[src/rtl/mem_pkg.sv]
// Shared memory-subsystem definitions: MIG command encodings, MIG bus
// widths and the read scheduler state type.
package mem_pkg;

  localparam int unsigned MIG_ADDR_WIDTH = 29;
  localparam int unsigned MIG_DATA_WIDTH = 256;

  typedef enum logic [2:0] {
    MIG_CMD_WRITE = 3'b000,
    MIG_CMD_READ  = 3'b001
  } mig_cmd_t;

  typedef enum logic {
    IDLE  = 1'b0,
    ISSUE = 1'b1
  } mem_sched_state_t;

  // Width of a client ID; a single client still needs a 1-bit field.
  function automatic int unsigned id_width(input int unsigned n);
    return (n > 1) ? $clog2(n) : 1;
  endfunction

endpackage

[src/rtl/read_tag_fifo.sv]
// First-word-fall-through FIFO of client IDs. The head entry is visible on
// head_o as soon as it is written (one cycle after push_i). Push while full
// and pop while empty are ignored.
module read_tag_fifo #(
  parameter int unsigned WIDTH = 1,
  parameter int unsigned DEPTH = 16
) (
  input  logic                           clk_i,
  input  logic                           rst_ni,
  input  logic                           push_i,
  input  logic [WIDTH-1:0]               push_data_i,
  input  logic                           pop_i,
  output logic [WIDTH-1:0]               head_o,
  output logic                           empty_o,
  output logic                           full_o,
  output logic [$clog2(DEPTH+1)-1:0]     count_o
);

  localparam int unsigned PW = (DEPTH > 1) ? $clog2(DEPTH) : 1;
  localparam int unsigned CW = $clog2(DEPTH + 1);
  localparam logic [CW-1:0] FULL_CNT = CW'(DEPTH);

  logic [WIDTH-1:0] mem_q [DEPTH];
  logic [PW-1:0]    wr_q, wr_d;
  logic [PW-1:0]    rd_q, rd_d;
  logic [CW-1:0]    cnt_q, cnt_d;
  logic             do_push, do_pop;

  assign empty_o = (cnt_q == '0);
  assign full_o  = (cnt_q == FULL_CNT);
  assign count_o = cnt_q;
  assign head_o  = mem_q[rd_q];

  assign do_push = push_i && !full_o;
  assign do_pop  = pop_i && !empty_o;

  // Pointer and occupancy next-state; pointers wrap naturally (power-of-2 depth).
  always_comb begin
    wr_d  = wr_q;
    rd_d  = rd_q;
    cnt_d = cnt_q;
    if (do_push) wr_d = wr_q + PW'(1);
    if (do_pop)  rd_d = rd_q + PW'(1);
    unique case ({do_push, do_pop})
      2'b10:   cnt_d = cnt_q + CW'(1);
      2'b01:   cnt_d = cnt_q - CW'(1);
      default: cnt_d = cnt_q;
    endcase
  end

  // Pointer and occupancy registers.
  always_ff @(posedge clk_i or negedge rst_ni) begin
    if (!rst_ni) begin
      wr_q  <= '0;
      rd_q  <= '0;
      cnt_q <= '0;
    end else begin
      wr_q  <= wr_d;
      rd_q  <= rd_d;
      cnt_q <= cnt_d;
    end
  end

  // Storage array; contents are only meaningful below the occupancy count.
  always_ff @(posedge clk_i) begin
    if (do_push) mem_q[wr_q] <= push_data_i;
  end

endmodule

[src/rtl/mem_read_scheduler.sv]
// Read-side MIG command scheduler: round-robin arbitration between read
// clients, one READ command per grant, a tag FIFO of issuing client IDs and
// in-order steering of returned 2-beat bursts back to their client.
module mem_read_scheduler
  import mem_pkg::*;
#(
  parameter int unsigned NUM_PORTS       = 2,
  parameter int unsigned MAX_OUTSTANDING = 16,
  parameter int unsigned ADDR_WIDTH      = MIG_ADDR_WIDTH,
  parameter int unsigned DATA_WIDTH      = MIG_DATA_WIDTH
) (
  input  logic                                    clk_ram,
  input  logic                                    rst_n,
  input  logic                                    cmd_inhibit,
  input  logic [NUM_PORTS-1:0]                    rd_req,
  input  logic [NUM_PORTS*ADDR_WIDTH-1:0]         rd_addr,
  output logic [NUM_PORTS-1:0]                    rd_ack,
  output logic [DATA_WIDTH-1:0]                   rd_data,
  output logic [NUM_PORTS-1:0]                    rd_data_valid,
  output logic                                    rd_data_end,
  output logic [ADDR_WIDTH-1:0]                   app_addr,
  output logic [2:0]                              app_cmd,
  output logic                                    app_en,
  input  logic                                    app_rdy,
  input  logic [DATA_WIDTH-1:0]                   app_rd_data,
  input  logic                                    app_rd_data_valid,
  input  logic                                    app_rd_data_end,
  output logic [$clog2(MAX_OUTSTANDING+1)-1:0]    outstanding,
  output logic                                    err_orphan
);

  localparam int unsigned IDW = id_width(NUM_PORTS);
  localparam int unsigned CW  = $clog2(MAX_OUTSTANDING + 1);
  localparam logic [CW-1:0]  MAX_CNT = CW'(MAX_OUTSTANDING);
  localparam logic [IDW-1:0] LAST_ID = IDW'(NUM_PORTS - 1);

  mem_sched_state_t state_q, state_d;

  logic [IDW-1:0]        rr_q, rr_d;
  logic [IDW-1:0]        win_q, win_d;
  logic [ADDR_WIDTH-1:0] addr_q, addr_d;
  logic [2:0]            cmd_q, cmd_d;

  logic                  grant_vld;
  logic [IDW-1:0]        grant_id;
  logic                  can_issue;
  logic                  start;
  logic                  accept;

  logic                  fifo_push, fifo_pop, fifo_empty, fifo_full;
  logic [IDW-1:0]        fifo_head;
  logic [CW-1:0]         fifo_count;
  logic [NUM_PORTS-1:0]  head_onehot;

  logic [DATA_WIDTH-1:0] rd_data_q;
  logic [NUM_PORTS-1:0]  rd_valid_q;
  logic                  rd_end_q;
  logic                  err_q;

  // Round-robin winner: pointer port if requesting, else lowest requester.
  always_comb begin
    grant_vld = 1'b0;
    grant_id  = '0;
    if (rd_req[rr_q]) begin
      grant_vld = 1'b1;
      grant_id  = rr_q;
    end else begin
      for (int unsigned i = 0; i < NUM_PORTS; i++) begin
        if (!grant_vld && rd_req[i]) begin
          grant_vld = 1'b1;
          grant_id  = IDW'(i);
        end
      end
    end
  end

  assign can_issue = !cmd_inhibit && (fifo_count < MAX_CNT);
  assign start     = (state_q == IDLE) && can_issue && grant_vld;
  assign accept    = (state_q == ISSUE) && app_rdy;

  // FSM state register.
  always_ff @(posedge clk_ram or negedge rst_n) begin
    if (!rst_n) state_q <= IDLE;
    else        state_q <= state_d;
  end

  // FSM next-state: one command in flight on the port at a time.
  always_comb begin
    state_d = state_q;
    unique case (state_q)
      IDLE:    if (start)   state_d = ISSUE;
      ISSUE:   if (app_rdy) state_d = IDLE;
      default: state_d = IDLE;
    endcase
  end

  // FSM outputs: strobe held for the whole ISSUE state; ack is the handshake.
  always_comb begin
    app_en = (state_q == ISSUE);
    rd_ack = '0;
    if (accept) rd_ack[win_q] = 1'b1;
  end

  // Command/arbiter datapath next-state: capture on grant, advance rr on accept.
  always_comb begin
    addr_d = addr_q;
    cmd_d  = cmd_q;
    win_d  = win_q;
    rr_d   = rr_q;
    if (start) begin
      addr_d = rd_addr[int'(grant_id)*ADDR_WIDTH +: ADDR_WIDTH];
      cmd_d  = MIG_CMD_READ;
      win_d  = grant_id;
    end
    if (accept) begin
      rr_d = (win_q == LAST_ID) ? '0 : win_q + IDW'(1);
    end
  end

  // Command/arbiter datapath registers.
  always_ff @(posedge clk_ram or negedge rst_n) begin
    if (!rst_n) begin
      addr_q <= '0;
      cmd_q  <= '0;
      win_q  <= '0;
      rr_q   <= '0;
    end else begin
      addr_q <= addr_d;
      cmd_q  <= cmd_d;
      win_q  <= win_d;
      rr_q   <= rr_d;
    end
  end

  assign app_addr = addr_q;
  assign app_cmd  = cmd_q;

  // The FIFO occupancy is the in-flight count, so no separate counter is kept.
  assign fifo_push = accept;
  assign fifo_pop  = app_rd_data_valid && app_rd_data_end && !fifo_empty;

  read_tag_fifo #(
    .WIDTH (IDW),
    .DEPTH (MAX_OUTSTANDING)
  ) u_tag_fifo (
    .clk_i       (clk_ram),
    .rst_ni      (rst_n),
    .push_i      (fifo_push),
    .push_data_i (win_q),
    .pop_i       (fifo_pop),
    .head_o      (fifo_head),
    .empty_o     (fifo_empty),
    .full_o      (fifo_full),
    .count_o     (fifo_count)
  );

  assign outstanding = fifo_count;

  // Decode the tag at the FIFO head into the client qualifier.
  always_comb begin
    head_onehot = '0;
    head_onehot[fifo_head] = 1'b1;
  end

  // Return path: one-cycle registered steering plus sticky orphan flag.
  always_ff @(posedge clk_ram or negedge rst_n) begin
    if (!rst_n) begin
      rd_data_q  <= '0;
      rd_valid_q <= '0;
      rd_end_q   <= 1'b0;
      err_q      <= 1'b0;
    end else begin
      rd_valid_q <= '0;
      rd_end_q   <= 1'b0;
      if (app_rd_data_valid) begin
        rd_data_q <= app_rd_data;
        if (fifo_empty) begin
          err_q <= 1'b1;
        end else begin
          rd_valid_q <= head_onehot;
          rd_end_q   <= app_rd_data_end;
        end
      end
    end
  end

  assign rd_data       = rd_data_q;
  assign rd_data_valid = rd_valid_q;
  assign rd_data_end   = rd_end_q;
  assign err_orphan    = err_q;

  // A client must hold its request until the command is accepted.
  a_req_held: assert property (
    @(posedge clk_ram) disable iff (!rst_n) (state_q == ISSUE) |-> rd_req[win_q]
  );

  // Issue is gated on free credit, so the tag FIFO can never overflow.
  a_no_overflow: assert property (
    @(posedge clk_ram) disable iff (!rst_n) fifo_push |-> (!fifo_full || fifo_pop)
  );

endmodule

[config.mk]
export PLATFORM = sky130hd
export DESIGN_NAME = mem_read_scheduler
export DESIGN_NICKNAME = d
export VERILOG_FILES = /design/src/rtl/mem_pkg.sv /design/src/rtl/read_tag_fifo.sv /design/src/rtl/mem_read_scheduler.sv
export SDC_FILE = /design/constraint.sdc
export NUM_CORES = 1
export LEC_CHECK = 0
export BUFFER_PORTS_ARGS = -buffer_cell sky130_fd_sc_hd__buf_2
export CORE_AREA = 2 2 243 245
export DETAILED_ROUTE_END_ITERATION = 10
export DIE_AREA = 0 0 245 247
export PLACE_DENSITY = 0.54
export SLEW_MARGIN = 10
export SYNTH_ARGS = -nofsm -noshare
export SYNTH_HDL_FRONTEND = slang
export SYNTH_SLANG_ARGS = --single-unit
[constraint.sdc]
create_clock -name clk_ram -period 2.8 [get_ports clk_ram]
set_clock_uncertainty 0.05 [all_clocks]
set_input_delay 0.14 -clock clk_ram [delete_from_list [all_inputs] [get_ports clk_ram]]
set_output_delay 0.14 -clock clk_ram [all_outputs]
set_load 0.05 [all_outputs]
Word-level counts from Yosys, hierarchy flattened
Memories as Yosys holds them, arrays and structs flattened.
Index checks and enable logic that the tools add are counted.
{"block": "totals", "register_bits": 306, "ram_bits": 16, "output_inout_bits": 300, "word_cells": 72, "mem_count": 1}
{"memory": "u_tag_fifo.mem_q", "words": 16, "width": 1, "rd": 1, "rd_ports_with_merged_regs": 0, "wr": 1, "line": "read_tag_fifo.sv:23", "text": "logic [WIDTH-1:0] mem_q [DEPTH];"}
{"block": "op_classes", "n_addsub": 5, "mul": 1, "order_cmp": 6, "n_eq_ne": 3, "n_shift": 1, "mux": 24, "bitwise_logic": 1, "n_reduce_logical": 18}
{"operator": "58-bit by 7-bit variable part select with 29-bit output", "n": 1}
{"operator": "1-bit two-way mux", "n": 17}
{"operator": "1-bit logical AND", "n": 11}
{"operator": "5-bit one-hot mux with 2 select lines", "n": 1}
{"operator": "4-bit by 1-bit adder with 4-bit output, second input constant", "n": 2}
{"operator": "1-bit by 2-bit < comparator with 1-bit output, second input constant", "n": 3}
{"operator": "1-bit by 5-bit multiplier with 6-bit output, second input constant", "n": 1}
{"operator": "2-bit two-way mux", "n": 3}
{"operator": "5-bit by 1-bit adder with 5-bit output, second input constant", "n": 1}
{"operator": "5-bit == test, second input constant", "n": 1}
{"operator": "5-bit zero test", "n": 1}
{"operator": "5-bit < comparator, second input constant", "n": 1}
{"operator": "5-bit by 1-bit subtractor with 5-bit output, second input constant", "n": 1}
{"operator": "1-bit zero test", "n": 4}
{"operator": "1-bit demux with 1-bit select", "n": 2}
{"operator": "2-bit by 1-bit == test with 1-bit output, second input constant", "n": 1}
{"operator": "2-bit == test, second input constant", "n": 1}
{"operator": "1-bit >= comparator, second input constant", "n": 2}
{"operator": "1-bit one-hot mux with 2 select lines", "n": 1}
{"operator": "2-bit AND reduction", "n": 1}
{"operator": "2-bit nonzero test", "n": 1}
{"operator": "1-bit adder, second input constant", "n": 1}
{"operator": "1-bit NOT", "n": 1}

Depth between registers and ports, before layout
Gate-level depths: netlist of run 1.
{"block": "depth", "depth_word": 10, "mapped_depth": 12, "mapped_depth_nobuf": 10}

Modules after synthesis
Synthesis of run 1 repeated with hierarchy kept, for this count alone.
{"block": "hier_totals", "cells_unflattened": 798, "area_unflattened_um2": 12961.2}
{"module": "mem_read_scheduler", "instances": 1, "cells_per_inst": 674, "area_each_um2": 11459.7, "seq_area_each_um2": 7332.0}
{"module": "read_tag_fifo", "instances": 1, "cells_per_inst": 124, "area_each_um2": 1501.4, "seq_area_each_um2": 805.8}

Worst setup path before layout of run 1
Ideal clock, no wire load.
{"block": "synth_timing", "path_type": "reg2reg", "startpoint": "register u_tag_fifo.cnt_q[1] (netlist: u_tag_fifo.count_o[1])", "endpoint": "register u_tag_fifo.cnt_q[2] (netlist: u_tag_fifo.count_o[2])", "setup_ps": 122, "t_arrival_ps": 2772, "required_ps": 2628, "path_slack_ps": -145, "path_stages_with_launch": 12, "n_path_buf": 2, "cell_sequence": "dfrtp_1 -> buf_6 -> or4_4 -> o211a_4 -> ha_1 -> clkbuf_1 -> xor2_1 -> ha_1 -> a21oi_1 -> xnor2_1 -> nand2_1 -> xnor2_1"}
{"block": "synth_via", "elab_chain_cells": 6, "word_cells_on_any_way": 13, "cone_classes": "2 x add/sub; 3 x eq/ne; 1 x mux; 7 x reduce/logical"}
{"element": "start, declared", "line": "read_tag_fifo.sv:26", "text": "logic [CW-1:0] cnt_q, cnt_d;"}
{"element": "start signal, assigned", "line": "read_tag_fifo.sv:60", "text": "cnt_q <= cnt_d;"}
{"element": "5-bit zero test (*)", "line": "read_tag_fifo.sv:29", "text": "assign empty_o = (cnt_q == '0);"}
{"element": "1-bit zero test (*)", "line": "read_tag_fifo.sv:35, mem_read_scheduler.sv:140"}
{"element": "1-bit logical AND", "line": "mem_read_scheduler.sv:140", "text": "assign fifo_pop = app_rd_data_valid && app_rd_data_end && !fifo_empty;"}
{"element": "1-bit logical AND (*)", "line": "read_tag_fifo.sv:35", "text": "assign do_pop = pop_i && !empty_o;"}
{"element": "via u_tag_fifo.do_pop", "line": "read_tag_fifo.sv:27", "text": "logic do_push, do_pop;"}
{"element": "2-bit by 1-bit == test with 1-bit output / 2-bit == test (equally long branches)", "line": "read_tag_fifo.sv:44", "text": "unique case ({do_push, do_pop})"}
{"element": "5-bit one-hot mux with 2 select lines / 2-bit nonzero test (equally long branches)"}
Mark *: on every way through the listed nets, which the timed path passes. The rest lies on a longest branch.
A chain may end at the register's enable or synchronous reset.

Worst setup path in the final report of run 1
{"block": "layout_timing", "startpoint": "register u_tag_fifo.cnt_q[1] (netlist: u_tag_fifo.count_o[1])", "endpoint": "register u_tag_fifo.cnt_q[4] (netlist: u_tag_fifo.count_o[4])"}
Same word-level chain as after synthesis.

==> results of run 1 <==
[per-layer routing]
metal	track usage [%]	vias to the layer above	share of wire (%)
li1	-	4789	-
met1	13.42	4925	38
met2	22.89	423	52
met3	3.733	63	7.2
met4	4.412	0	3.0
met5	0	-	0
[flip-flops by register name, summed over array words and instances (netlist names)]
signal / cells
rd_data_valid: 2
app_en: 1
u_tag_fifo.mem_q: 16
rd_data_end: 1
app_cmd: 1
rr_q: 1
rd_data: 256
win_q: 1
u_tag_fifo.wr_q: 4
err_orphan: 1
u_tag_fifo.count_o: 5
app_addr: 29
u_tag_fifo.rd_q: 4
[through the flow]
stage,cells,power [mW],setup slack (ns)
after floorplan,813,9.396,-0.007660
after global placement,2183,10.77,0.1268
after detailed placement,2183,10.84,0.06865
after CTS,2570,16.27,0.05450
after global routing,2573,16.84,0.02390
final,2574,16.04,0.1681
[worst register-to-register path, stage by stage, from the launching register on]
cell and delay [ns]:
dfrtp_2 0.46, or4_4 0.57, o211a_4 0.28, ha_2 0.24, xor2_1 0.15, ha_1 0.22
nor3_1 0.15, o21ai_0 0.13, a31oi_1 0.18, xnor2_1 0.13
[power by group through the flow]
stage	sequential [mW]	clock, mW	combinational, mW
3_5_place_dp	6.02	0	4.82
3_3_place_gp	6.00	0	4.77
5_1_grt	6.06	5.28	5.50
4_1_cts	5.96	5.09	5.22
2_1_floorplan	8.12	0	1.28
6_report	5.95	4.88	5.20
[cells by family (layout without fill, tap and decap cells)]
family	count (synthesis)	after routing
mux	294	294
xor+xnor	12	12
flops	322	322
other cells	1	6
fa+ha+maj	9	9
compound gates	48	48
buf+inv	52	1036
simple gates	74	74
[repair_timing]
action	4_1_cts	5_1_grt
hold buffers	321	0
gates resized for setup	0	2
endpoints found under the hold margin	368	0
endpoints found under the setup margin	0	2
[layout make-up]
class | count | area (um^2)
Timing Repair Buffer | 963 | 6554
Sequential cell | 322 | 8140
Inverter | 7 | 26.28
Tap cell | 773 | 967.2
Fill cell | 5555 | 37100
Multi-Input combinational cell | 439 | 4227
Antenna cell | 4 | 10.01
Clock buffer | 56 | 1110
Clock inverter | 10 | 110.1
[path summary, 6_finish.rpt]
path,end,cells past startpoint,slack [ns]
max,u_tag_fifo.count_o[4],9,0.17
min,app_en,3,0.06
max reg2reg,u_tag_fifo.count_o[4],9,0.17
min reg2reg,app_cmd[0],1,0.42
max in group asynchronous,rd_data[64],3,1.71
min in group asynchronous,app_addr[20],2,0.18
[placed cells by master (no fill, tap or decap), types with 7 or more instances in the layout]
master,n
clkbuf_8,7
buf_4,19
dfrtp_1,304
ha_1,8
edfxtp_1,16
inv_1,7
xnor2_1,9
mux2_2,258
clkbuf_1,10
clkbuf_16,39
dlygate4sd3_1,321
buf_2,617
mux2i_1,31
o21ai_0,35
and2_1,12
nand2_1,37
==> metrics.txt, run 1 <==
Hold Path Class primary input to flop; H-tree lvl count 2; Rel. slew slack between 20% and 30%; Max Slew Vio Count 0; area leader, netlist dfrtp_1; CP arrival approximately 3.0 ns; Port Buffers approximately 620; combinational share of power 32.4%; io pins 622; Post-synth top flop dfrtp_1; Synth top area share a little over 60%; Yosys cell types 42; max-cap violations 0; FP Rows 89; first-pass GRT wire length 59.49 mm; Power Dens Cells ~760 nW/um^2; Synth Area in Compound Gates 2.218%; Worst path max stage delay approximately 0.57 ns; switching power between 5 and 6 mW; vias in the first global route approximately 11000; XOR/XNOR share of the synthesized area less than 1%; CTS root buf clkbuf_16; WL/cell 15.47 um; asr flop ratio synth 95.03%; initial core utilization between 20 and 25%; drt via density slightly below 4; total track usage approximately an eighth; design area roughly 21000 um^2; Sw Share 37.12%; top-count cell post-synth dfrtp_1; DP HPWL between 20 and 30 mm; routed vias between 10000 and 15000; reg2reg start u_tag_fifo.count_o[1]; Die Wd roughly 250 um; Final min period roughly 2.6 ns; RSZ-0062 raised after global routing no; post-CTS setup buffer count 0; Max Fclk about 380 MHz; Req. time, crit path about 3.2 ns; share of layout cells above drive strength 1 between 50% and 60%; Area contributors post-synth dfrtp_1, mux2_2, edfxtp_1; core area between 50000 and 60000 um^2; Final GP Congestion roughly 0.78; Vert. Die Dim 247 um; drt drc 0; Fin Hold WS a little under 0.06 ns; CP max stage cell or4_4; CP top delay family simple AND/OR/NAND/NOR gates; hold_sp rd_req[0]; cells after synthesis between 800 and 900; Clk pin slew, worst setup/hold paths approximately 0.06 ns; Post-synth top cells dfrtp_1, mux2_2, nand2_1; CP Capture Type flop; Sink Count roughly 320; largest net degree at the start of global routing 163; crit path max fanout 9; P_leak 9.932 nW; nets@finish roughly 2100; setup TNS 0 ns; CTS Buf Count 38; WP buf/inv 0; Area growth syn-to-layout 68.05%; status complete, no violations; Total Routed Length 39.82 mm; crit path kind flop to flop; Clk pwr share around 30%; worst-margin pin slew 1.095 ns; DRT antenna net count 0; DRT Pass-1 Iters 4; Setup Viol. Count Final 0; YS warnings 0; final worst path period share a little over nine tenths; IR drop worst, VDD around 0.54 mV; Clk Latency, worst-skew pair around 0.53 ns; initial drt markers around 230; Syn Area/Cell 15.50 um^2; Worst setup SP type flop; grt ovf 0; Simple-Gate Fraction of Synth Area between 2 and 3%; Fin. Hold Viols 0; Internal around 10 mW; Seq/Total Area, Yosys between 60% and 70%; largest family of logic cells by synthesized area multiplexers; Post-synth EDFFs 16; CTS tree built; mapped cell area approximately 13000 um^2; adder-cell share of the synthesized area less than 1%; mux share of post-synthesis cell area about a quarter; #FFs+latches synth between 300 and 400; sequential share of power a little under two fifths; fin util a little over a third; Placed Area 16700 um^2; critical-path cell list or4_4, o211a_4, ha_2, xor2_1, ha_1, nor3_1, o21ai_0, a31oi_1, xnor2_1; initial antenna violation count 4; CTS max path bufs 3; die area approximately 61000 um^2; crit path launch u_tag_fifo.count_o[1]
Power figures use the tool's default switching activity.
==> run 2: changes to the inputs <==
==> constraint.sdc (replaced) <==
create_clock -name clk_ram -period 2.8 [get_ports clk_ram]
set_clock_uncertainty 0.05 [all_clocks]
set_input_delay 0.56 -clock clk_ram [delete_from_list [all_inputs] [get_ports clk_ram]]
set_output_delay 0.56 -clock clk_ram [all_outputs]
set_load 0.05 [all_outputs]
==> run 2 against run 1 <==
Clock power grew 4.3%. Combinational power down 8.7%. Largest cell class unchanged. Largest power group unchanged. Worst setup slack improved by 0.0077 ns.
==> metrics.txt, run 2 (synthesis results as in run 1) <==
nets@finish approximately 1800; crit path max fanout 9; CTS tree built; Die Wd 245 um; most common cell after layout, fill and taps aside buf_2; Fin. Hold Viols 0; first-pass GRT wire length between 50 and 60 mm; CP top delay family simple AND/OR/NAND/NOR gates; setup TNS 0 ns; Clk Latency, worst-skew pair between 0.5 and 0.6 ns; die area roughly 61000 um^2; drt drc 0; Max Fclk 381.1 MHz; io pins slightly above 600; CP max stage cell or4_4; Total Routed Length roughly 36 mm; status complete, no violations; WP buf/inv 0; DRT Pass-1 Iters 4; Power Dens Cells between 800 and 900 nW/um^2; Internal roughly 10 mW; H-tree lvl count 2; Clk pwr share 32.2%; Req. time, crit path between 3 and 4 ns; final worst slack around 0.18 ns; WL/cell 16.14 um; worst-margin pin slew about 0.94 ns; initial core utilization between 20% and 30%; DRT antenna net count 0; RSZ-0062 raised after global routing no; Setup WS pre-CTS 0.1299 ns; initial drt markers between 200 and 250; drt via density between 3 and 4; Clk pin slew, worst setup/hold paths ~0.06 ns; post-CTS setup buffer count 0; total track usage 11.28%; crit path kind flop to flop; Worst setup SP type flop; Sw Share a little under two fifths; sequential share of power a little under two fifths; share of layout cells above drive strength 1 65.74%; Largest register FFs ~260; Sink Count 322; Worst path max stage delay between 0.5 and 0.6 ns; Final GP Congestion 0.7675; CTS Buf Count 37; grt ovf 0; Setup Viol. Count Final 0; CP Capture Type flop; Max Slew Vio Count 0; FP Rows a little under 90; CP arrival 3.03 ns; DP HPWL 27.55 mm; final worst path period share between 90% and 100%; CTS max path bufs 3; P_leak 8.615 nW; critical-path cell list or4_4, o211a_4, ha_2, xor2_1, ha_1, nor3_2, o21ai_0, a31oi_1, xnor2_1; Final min period between 2 and 3 ns; Fin Hold WS between 0.15 and 0.2 ns; CTS root buf clkbuf_16; combinational share of power a little under a third; IR drop worst, VDD 0.4654 mV; max-cap violations 0; initial antenna violation count 10; vias in the first global route 9260; switching power slightly below 6 mW; largest net degree at the start of global routing around 140; Power, Total 15.80 mW; core area between 50000 and 60000 um^2; Vert. Die Dim 247 um; Rel. slew slack between 30% and 40%; routed vias a little under 9000; most frequent cells in the layout buf_2, dfrtp_1, mux2_2; Port Buffers approximately 620; Hold Path Class primary input to flop; Area growth syn-to-layout 43.07%
==> run 2: power groups by stage <==
stage,clock [mW],combinational [mW],sequential (mW)
floorplan,0,1.28,8.12
global route,5.50,5.05,6.06
detailed placement,0,4.80,6.03
global placement,0,4.76,6.00
CTS,5.28,4.81,5.96
finish,5.09,4.75,5.96
==> run 2: final cells by class <==
| cell class | count | area [um^2] |
|---|---|---|
| clock buffer | 56 | 1130 |
| inverter | 7 | 26.28 |
| tap | 773 | 967.2 |
| fill | 5911 | 40240 |
| clock inverter | 11 | 162.7 |
| multi-input combinational | 439 | 4232 |
| timing repair buffer | 636 | 3336 |
| antenna | 3 | 7.507 |
| sequential | 322 | 8140 |
==> run 2: repair_timing <==
action / 4_1_cts / 5_1_grt
hold buffers: 1 / 0
resized for setup: 0 / 2
setup endpoints to repair: 0 / 2
endpoints found under the hold margin: 45 / 0
==> run 2: path summary, 6_finish.rpt <==
kind	start	endpoint	slack, ns	cells past startpoint
worst max-delay path	u_tag_fifo.count_o[1]	u_tag_fifo.count_o[4]	0.18	9
worst min-delay path	app_rd_data[62]	rd_data[62]	0.20	2
worst max register to register	u_tag_fifo.count_o[1]	u_tag_fifo.count_o[4]	0.18	9
worst min register to register	app_cmd[0]	app_cmd[0]	0.41	1
max in group asynchronous	rst_n	rd_data[100]	1.39	3
min in group asynchronous	rst_n	app_addr[11]	0.50	2
==> run 2: metal layers <==
layer  vias up  wire length (um)  global-route usage, %
li1       4139                 -                      -
met5         -                55                      0
met4        10              1060                  4.017
met3        64              3303                  4.189
met1      4331             13250                  12.03
met2       408             18590                  20.35
==> run 2: through the flow <==
step / instances / util, % / instance area, um^2
6_report: 2247 / 30.91 / 18000
4_1_cts: 2244 / 30.88 / 17990
3_5_place_dp: 2176 / 28.65 / 16680
5_1_grt: 2247 / 30.91 / 18000
3_3_place_gp: 2176 / 28.65 / 16680
2_1_floorplan: 813 / - / 12590
